File: config.mk
export PLATFORM = sky130hd
export DESIGN_NAME = ps2_move_player
export DESIGN_NICKNAME = d
export VERILOG_FILES = /design/src/rtl/ps2_move_pkg.sv /design/src/rtl/move_buffer.sv /design/src/rtl/ps2_move_player.sv
export SDC_FILE = /design/constraint.sdc
export NUM_CORES = 1
export LEC_CHECK = 0
export ABC_AREA = 1
export CELL_PAD_IN_SITES_DETAIL_PLACEMENT = 1
export CELL_PAD_IN_SITES_GLOBAL_PLACEMENT = 2
export CORE_UTILIZATION = 40
export CTS_CLUSTER_SIZE = 8
export DETAILED_ROUTE_END_ITERATION = 8
export PLACE_DENSITY = 0.85
export SLEW_MARGIN = 5
export SYNTH_ARGS = -nofsm -noshare
export SYNTH_HDL_FRONTEND = slang
export SYNTH_SLANG_ARGS = --single-unit
File: constraint.sdc
create_clock -name clk_10Hz -period 2.6 [get_ports clk_10Hz]
set_clock_uncertainty 0.15 [all_clocks]
set_input_delay 0.52 -clock clk_10Hz [delete_from_list [all_inputs] [get_ports clk_10Hz]]
set_output_delay 0.52 -clock clk_10Hz [all_outputs]
set_load 0.01 [all_outputs]
File: src/rtl/ps2_move_pkg.sv
// Shared definitions for the synthetic key-event player: scan codes,
// the 2-bit move encoding and the player FSM states.
package ps2_move_pkg;

  localparam logic [8:0] KEY_W = 9'h01D;
  localparam logic [8:0] KEY_A = 9'h01C;
  localparam logic [8:0] KEY_S = 9'h01B;
  localparam logic [8:0] KEY_D = 9'h023;

  typedef enum logic [1:0] {
    DIR_W = 2'd0,
    DIR_A = 2'd1,
    DIR_S = 2'd2,
    DIR_D = 2'd3
  } dir_t;

  typedef enum logic [1:0] {
    ST_IDLE = 2'd0,
    ST_REC  = 2'd1,
    ST_GAP  = 2'd2,
    ST_KEY  = 2'd3
  } state_t;

  function automatic logic is_move(input logic [8:0] code);
    return (code == KEY_W) || (code == KEY_A) || (code == KEY_S) || (code == KEY_D);
  endfunction

  // Non-move codes map to DIR_W; callers gate with is_move().
  function automatic dir_t code_to_dir(input logic [8:0] code);
    dir_t d;
    case (code)
      KEY_A:   d = DIR_A;
      KEY_S:   d = DIR_S;
      KEY_D:   d = DIR_D;
      default: d = DIR_W;
    endcase
    return d;
  endfunction

  function automatic logic [8:0] dir_to_code(input dir_t d);
    logic [8:0] c;
    case (d)
      DIR_A:   c = KEY_A;
      DIR_S:   c = KEY_S;
      DIR_D:   c = KEY_D;
      default: c = KEY_W;
    endcase
    return c;
  endfunction

endpackage

File: src/rtl/move_buffer.sv
// DEPTH x 2-bit move store: one write port, one read port with
// registered read data. Contents are not reset.
module move_buffer #(
  parameter int DEPTH  = 64,
  parameter int ADDR_W = 6
) (
  input  logic              clk_10Hz,
  input  logic              wr_en,
  input  logic [ADDR_W-1:0] wr_addr,
  input  logic [1:0]        wr_data,
  input  logic [ADDR_W-1:0] rd_addr,
  output logic [1:0]        rd_data
);

  logic [1:0] mem [DEPTH];

  // Synchronous write and registered read.
  always_ff @(posedge clk_10Hz) begin
    if (wr_en) mem[wr_addr] <= wr_data;
    rd_data <= mem[rd_addr];
  end

endmodule

File: src/rtl/ps2_move_player.sv
// Records W/A/S/D key events into a move buffer and replays them as
// synthetic key events spaced STEP_TICKS clk_10Hz cycles apart.
// Optional macro PS2_MOVE_PLAYER_LOOP_EN: replay wraps to entry 0 and
// repeats until stop; undefined gives a single pass.
//
// state | meaning
// IDLE  | waiting for rec_start / play_start
// REC   | storing valid moves into the buffer
// GAP   | replay, counting down between emitted keys
// KEY   | replay, buffer[ptr] is on rd_data; event emitted next cycle
module ps2_move_player
  import ps2_move_pkg::*;
#(
  parameter int DEPTH      = 64,
  parameter int ADDR_W     = 6,
  parameter int STEP_TICKS = 5
) (
  input  logic            clk_10Hz,
  input  logic            rst,
  input  logic            rec_start,
  input  logic            play_start,
  input  logic            stop,
  input  logic            in_valid,
  input  logic [8:0]      in_code,
  output logic            out_valid,
  output logic [8:0]      out_code,
  output logic            busy,
  output logic [ADDR_W:0] rec_len,
  output logic            overflow
);

  localparam int TW = (STEP_TICKS > 1) ? $clog2(STEP_TICKS) : 1;
  localparam logic [TW-1:0]   T_INIT = TW'(STEP_TICKS - 1);
  localparam logic [TW-1:0]   T_LAST = TW'(1);
  localparam logic [ADDR_W:0] FULL   = (ADDR_W + 1)'(DEPTH);

  state_t            state_q, state_d;
  logic [ADDR_W-1:0] ptr_q, ptr_d;
  logic [TW-1:0]     timer_q, timer_d;
  logic [ADDR_W:0]   len_d;
  logic              ovf_d;
  logic              wr_en;
  logic [1:0]        rd_data;
  logic              emit;
  logic              last_entry;

  // The read address is the next pointer, so buffer[ptr] is already on
  // rd_data during the KEY cycle.
  move_buffer #(.DEPTH(DEPTH), .ADDR_W(ADDR_W)) u_buf (
    .clk_10Hz (clk_10Hz),
    .wr_en    (wr_en),
    .wr_addr  (rec_len[ADDR_W-1:0]),
    .wr_data  (code_to_dir(in_code)),
    .rd_addr  (ptr_d),
    .rd_data  (rd_data)
  );

  assign emit       = (state_q == ST_KEY) && !stop;
  assign last_entry = (({1'b0, ptr_q} + 1'b1) == rec_len);

  // Next-state, pointer, timer and record bookkeeping.
  always_comb begin
    state_d = state_q;
    ptr_d   = ptr_q;
    timer_d = timer_q;
    len_d   = rec_len;
    ovf_d   = overflow;
    wr_en   = 1'b0;
    case (state_q)
      ST_IDLE: begin
        if (stop) begin
          state_d = ST_IDLE;
        end else if (rec_start) begin
          state_d = ST_REC;
          len_d   = '0;
          ovf_d   = 1'b0;
        end else if (play_start && (rec_len != '0)) begin
          state_d = ST_KEY;
          ptr_d   = '0;
        end
      end
      ST_REC: begin
        if (stop) begin
          state_d = ST_IDLE;
        end else if (rec_start) begin
          len_d = '0;
          ovf_d = 1'b0;
        end else if (in_valid && is_move(in_code)) begin
          if (rec_len == FULL) begin
            ovf_d = 1'b1;
          end else begin
            wr_en = 1'b1;
            len_d = rec_len + 1'b1;
          end
        end
      end
      ST_GAP: begin
        if (stop) begin
          state_d = ST_IDLE;
        end else if (timer_q == T_LAST) begin
          state_d = ST_KEY;
        end else begin
          timer_d = timer_q - 1'b1;
        end
      end
      ST_KEY: begin
        if (stop) begin
          state_d = ST_IDLE;
        end else begin
          ptr_d   = ptr_q + 1'b1;
          timer_d = T_INIT;
          state_d = (STEP_TICKS == 1) ? ST_KEY : ST_GAP;
          if (last_entry) begin
`ifdef PS2_MOVE_PLAYER_LOOP_EN
            ptr_d = '0;
`else
            state_d = ST_IDLE;
`endif
          end
        end
      end
      default: state_d = ST_IDLE;
    endcase
  end

  // State and output registers; busy follows the state being entered.
  always_ff @(posedge clk_10Hz or posedge rst) begin
    if (rst) begin
      state_q   <= ST_IDLE;
      ptr_q     <= '0;
      timer_q   <= '0;
      rec_len   <= '0;
      overflow  <= 1'b0;
      out_valid <= 1'b0;
      out_code  <= '0;
      busy      <= 1'b0;
    end else begin
      state_q   <= state_d;
      ptr_q     <= ptr_d;
      timer_q   <= timer_d;
      rec_len   <= len_d;
      overflow  <= ovf_d;
      out_valid <= emit;
      if (emit) out_code <= dir_to_code(dir_t'(rd_data));
      busy      <= (state_d != ST_IDLE);
    end
  end

endmodule

==> reports/summary.txt <==
===============================================================================
Status                                                             complete, no violations
Filler instances                                                           1918
Primary FF master, synth                                               edfxtp_1
Startpoint of the most critical setup path                                 stop
Shortest period the worst path allows                                   2.55 ns
Instance count of the mapped netlist                                        728
Root Buffer Master                                                    clkbuf_16
Floorplan row count                                                          49
Fraction of the cycle the final worst path needs                          0.980
Crit. End Element                                                          flop
CP Class                                                                 in2reg
Source of the worst register-to-register timing path                 state_q[1]
Dominant cell type by count on the critical path                        nand2_1
Total power draw                                                        7.93 mW
Leakage dissipation                                                     3.67 nW
Worst Hold Class                                                       in2async
Wire length per cell                                                    20.7 µm
Synth unique cells                                                           40
Share of synthesized area spent on multiplexers                               0
Port Buffer Count                                                            30
Number of buffers created by CTS                                             17
Peak supply drop                                                       0.479 mV
Width of the chip                                                        137 µm
DRT iter0 DRCs                                                              302
Y dimension of the die                                                   137 µm
Final hold slack                                                       0.316 ns
Worst Path Required                                                     2.78 ns
Worst-path cell chain                                              clkdlybuf4s50_1 > nand2_1 > inv_1 > or2_1 > inv_1 > nand2_4 > a22oi_4 > inv_2 > nand3_1 > nand3_1 > nand3_1 > nand2_1 > nand2_1 > nand2_1
Share of cells above drive strength 1                                     0.297
Max Transition Viols Final                                                    0
Critical path peak fanout                                                    17
Cell with the largest stage delay on the worst path                clkdlybuf4s50_1
Avg Cell Area, Syn                                                     10.1 µm²
Die area                                                              18900 µm²
Largest net degree at the start of global routing                            65
Area share of xor/xnor cells in the synthesized design                  0.00598
Antenna Diode Count                                                           0
All-layer global routing usage                                            0.243
DRC                                                                           0
Final weighted congestion of routability-driven global placement          0.827
Clk slew on worst S/H paths                                             0.07 ns
Area of the mapped netlist                                             7330 µm²
Gr ovfl total                                                                 0
Post-synth ARST share                                                     0.167
Max-capacitance violation count                                               0
Flop-to-flop setup slack                                                0.07 ns
Clock tree from TritonCTS                                                  done
Synth-to-Final Area Change                                                33.1%
Largest family of logic cells by synthesized area                  simple AND/OR/NAND/NOR gates
Register bit count reported by yosys                                        156
Startpoint type of the worst setup path                              input port
Post-synthesis simple-gate area fraction                                  0.270
Setup Viol. Count Final                                                       0
Total number of H-tree levels                                                 4
Nets                                                                        862
Yosys warnings                                                                0
Final Routed Wirelength                                                 22.4 mm
Largest stage delay on the critical path                                0.52 ns
Count of vias placed by the detailed router                                5858
1st-pass router iterations                                                    5
Area fraction in compound gates after synthesis                          0.0307
Tightest slew margin relative to the limit                                0.334
Number of top-level design ports                                             34
Clock sinks                                                                 156
Maximum buffer depth of the clock tree                                        2
Maximum clock rate                                                      393 MHz
Core ar.                                                              18000 µm²
Clock insertion delay at the later pin of the skew report               0.43 ns
Final Hold Violating Endpoints                                                0
Antenna violation net count after detailed routing                            0
Endpoint arrival time on the critical path                              2.72 ns
Via density per instance                                                   5.42
Initial standard-cell utilization of the core                             0.408
Part of the Yosys area used for sequential elements                       0.619
Power Density                                                        813 nW/µm²
Number of enable flip-flop cells after synthesis                            128
Pin slew with the least headroom to its limit                          0.996 ns
Global-route wire length before repair                                  33.0 mm
Vias in the first global route                                             6189
Reg-to-reg critical path endpoint                                  u_buf.rd_data[1]
Post-synthesis adder-cell area fraction                                  0.0154
# hold bufs at CTS                                                            0
R2R cell count                                                               13
Antenna violations before repair                                              0
HPWL after detailed placement                                           14.5 mm
===============================================================================
## registers in the layout, summed over array words and instances (netlist names)
name and flops:
overflow 1, ptr_q 6, out_code 5, rec_len 7
u_buf.mem 128, timer_q 3, u_buf.rd_data 2, out_valid 1
busy 1, state_q 2
## cell usage in the layout, fill, tap and decap left out, drive strengths merged, types with 3 or more instances in the layout
cell and instances:
a21oi 12, buf 88, clkbuf 20, clkdlybuf4s50 26
clkinv 6, conb 3, dfrtp 26, dlymetal6s2s 3
edfxtp 128, ha 9, inv 56, nand2 154
nand3 170, nand4 7, nor2 100, nor3 5
nor4 3, o21ai 9, o22ai 3, xor2 5
## cell usage after synthesis (3+ instances only)
cell | n | share of area
a21oi_1 | 10 | 0.0068
buf_2 | 7 | 0.0048
buf_4 | 15 | 0.015
buf_6 | 8 | 0.012
dfrtp_1 | 26 | 0.089
edfxtp_1 | 128 | 0.52
ha_1 | 9 | 0.015
inv_1 | 41 | 0.021
inv_2 | 8 | 0.0041
nand2_1 | 145 | 0.074
nand2_2 | 7 | 0.0060
nand3_1 | 169 | 0.12
nand4_1 | 7 | 0.0060
nor2_1 | 95 | 0.049
nor2_2 | 3 | 0.0026
nor3_1 | 5 | 0.0034
nor4_1 | 3 | 0.0026
o21ai_0 | 9 | 0.0061
o22ai_1 | 3 | 0.0026
xor2_1 | 5 | 0.0060
## repair_timing
| item | CTS | global route |
|---|---|---|
| cloned | 1 | 2 |
| resized for setup | 53 | 120 |
| pin swaps | 3 | 14 |
| setup buffers | 14 | 6 |
| endpoints found under the setup margin | 130 | 200 |
## area by class of cell
class                      instances  area [µm²]  area share
sequential                       156        4540       0.465
multi-input combinational        493        2950       0.303
timing repair buffer             120        1230       0.126
clock buffer                      18         429      0.0440
tap                              229         287      0.0294
inverter                          50         196      0.0201
clock inverter                    14         126      0.0130
## metal layers
layer	track usage	part of all wire
met5	0	0
met4	0.110	0.023
met3	0.0460	0.040
met2	0.435	0.53
met1	0.280	0.40
## kinds of logic (layout without fill, tap and decap cells)
logic type | count (synthesis) | count (layout)
simple gates | 442 | 442
flops | 156 | 156
buf+inv | 81 | 202
compound gates | 34 | 34
fa+ha+maj | 9 | 9
xor+xnor | 5 | 5
other cells | 1 | 3
## worst max-delay path by stage
stage | to | slack [ns] | depth (start not counted)
3_5_place_dp | u_buf.mem[50][1] | -0.59 | 11
6_report | u_buf.rd_data[1] | 0.05 | 14
2_1_floorplan | u_buf.mem[0][0] | 0.22 | 5
5_1_grt | u_buf.rd_data[1] | -0.08 | 16
4_1_cts | u_buf.mem[45][0] | -0.02 | 11
3_3_place_gp | u_buf.mem[50][0] | -0.48 | 11
## stage by stage
step	setup slack (ns)	util	cell area, µm²	cells	setup TNS (ns)
finish	0.0523	0.543	9750	1080	0
global route	-0.0830	0.543	9750	1080	-0.130
CTS	-0.0187	0.512	9190	1072	-0.101
detailed placement	-0.591	0.463	8320	1025	-66.04
global placement	-0.477	0.463	8320	1025	-53.79
floorplan	0.218	-	7340	730	0
## critical path: cells and delay by family
family                 cells  cell delay, ns
AOI/OAI and AO/OA          1            0.23
and+or+nand+nor            9            1.04
buffers and inverters      4            0.92
## power breakdown
group	switching, mW	leakage (nW)	internal (mW)
Clock	1.10	0.273	1.26
Sequential	0.115	1.54	2.79
Combinational	1.65	1.86	1.02
Power figures use the tool's default switching activity.
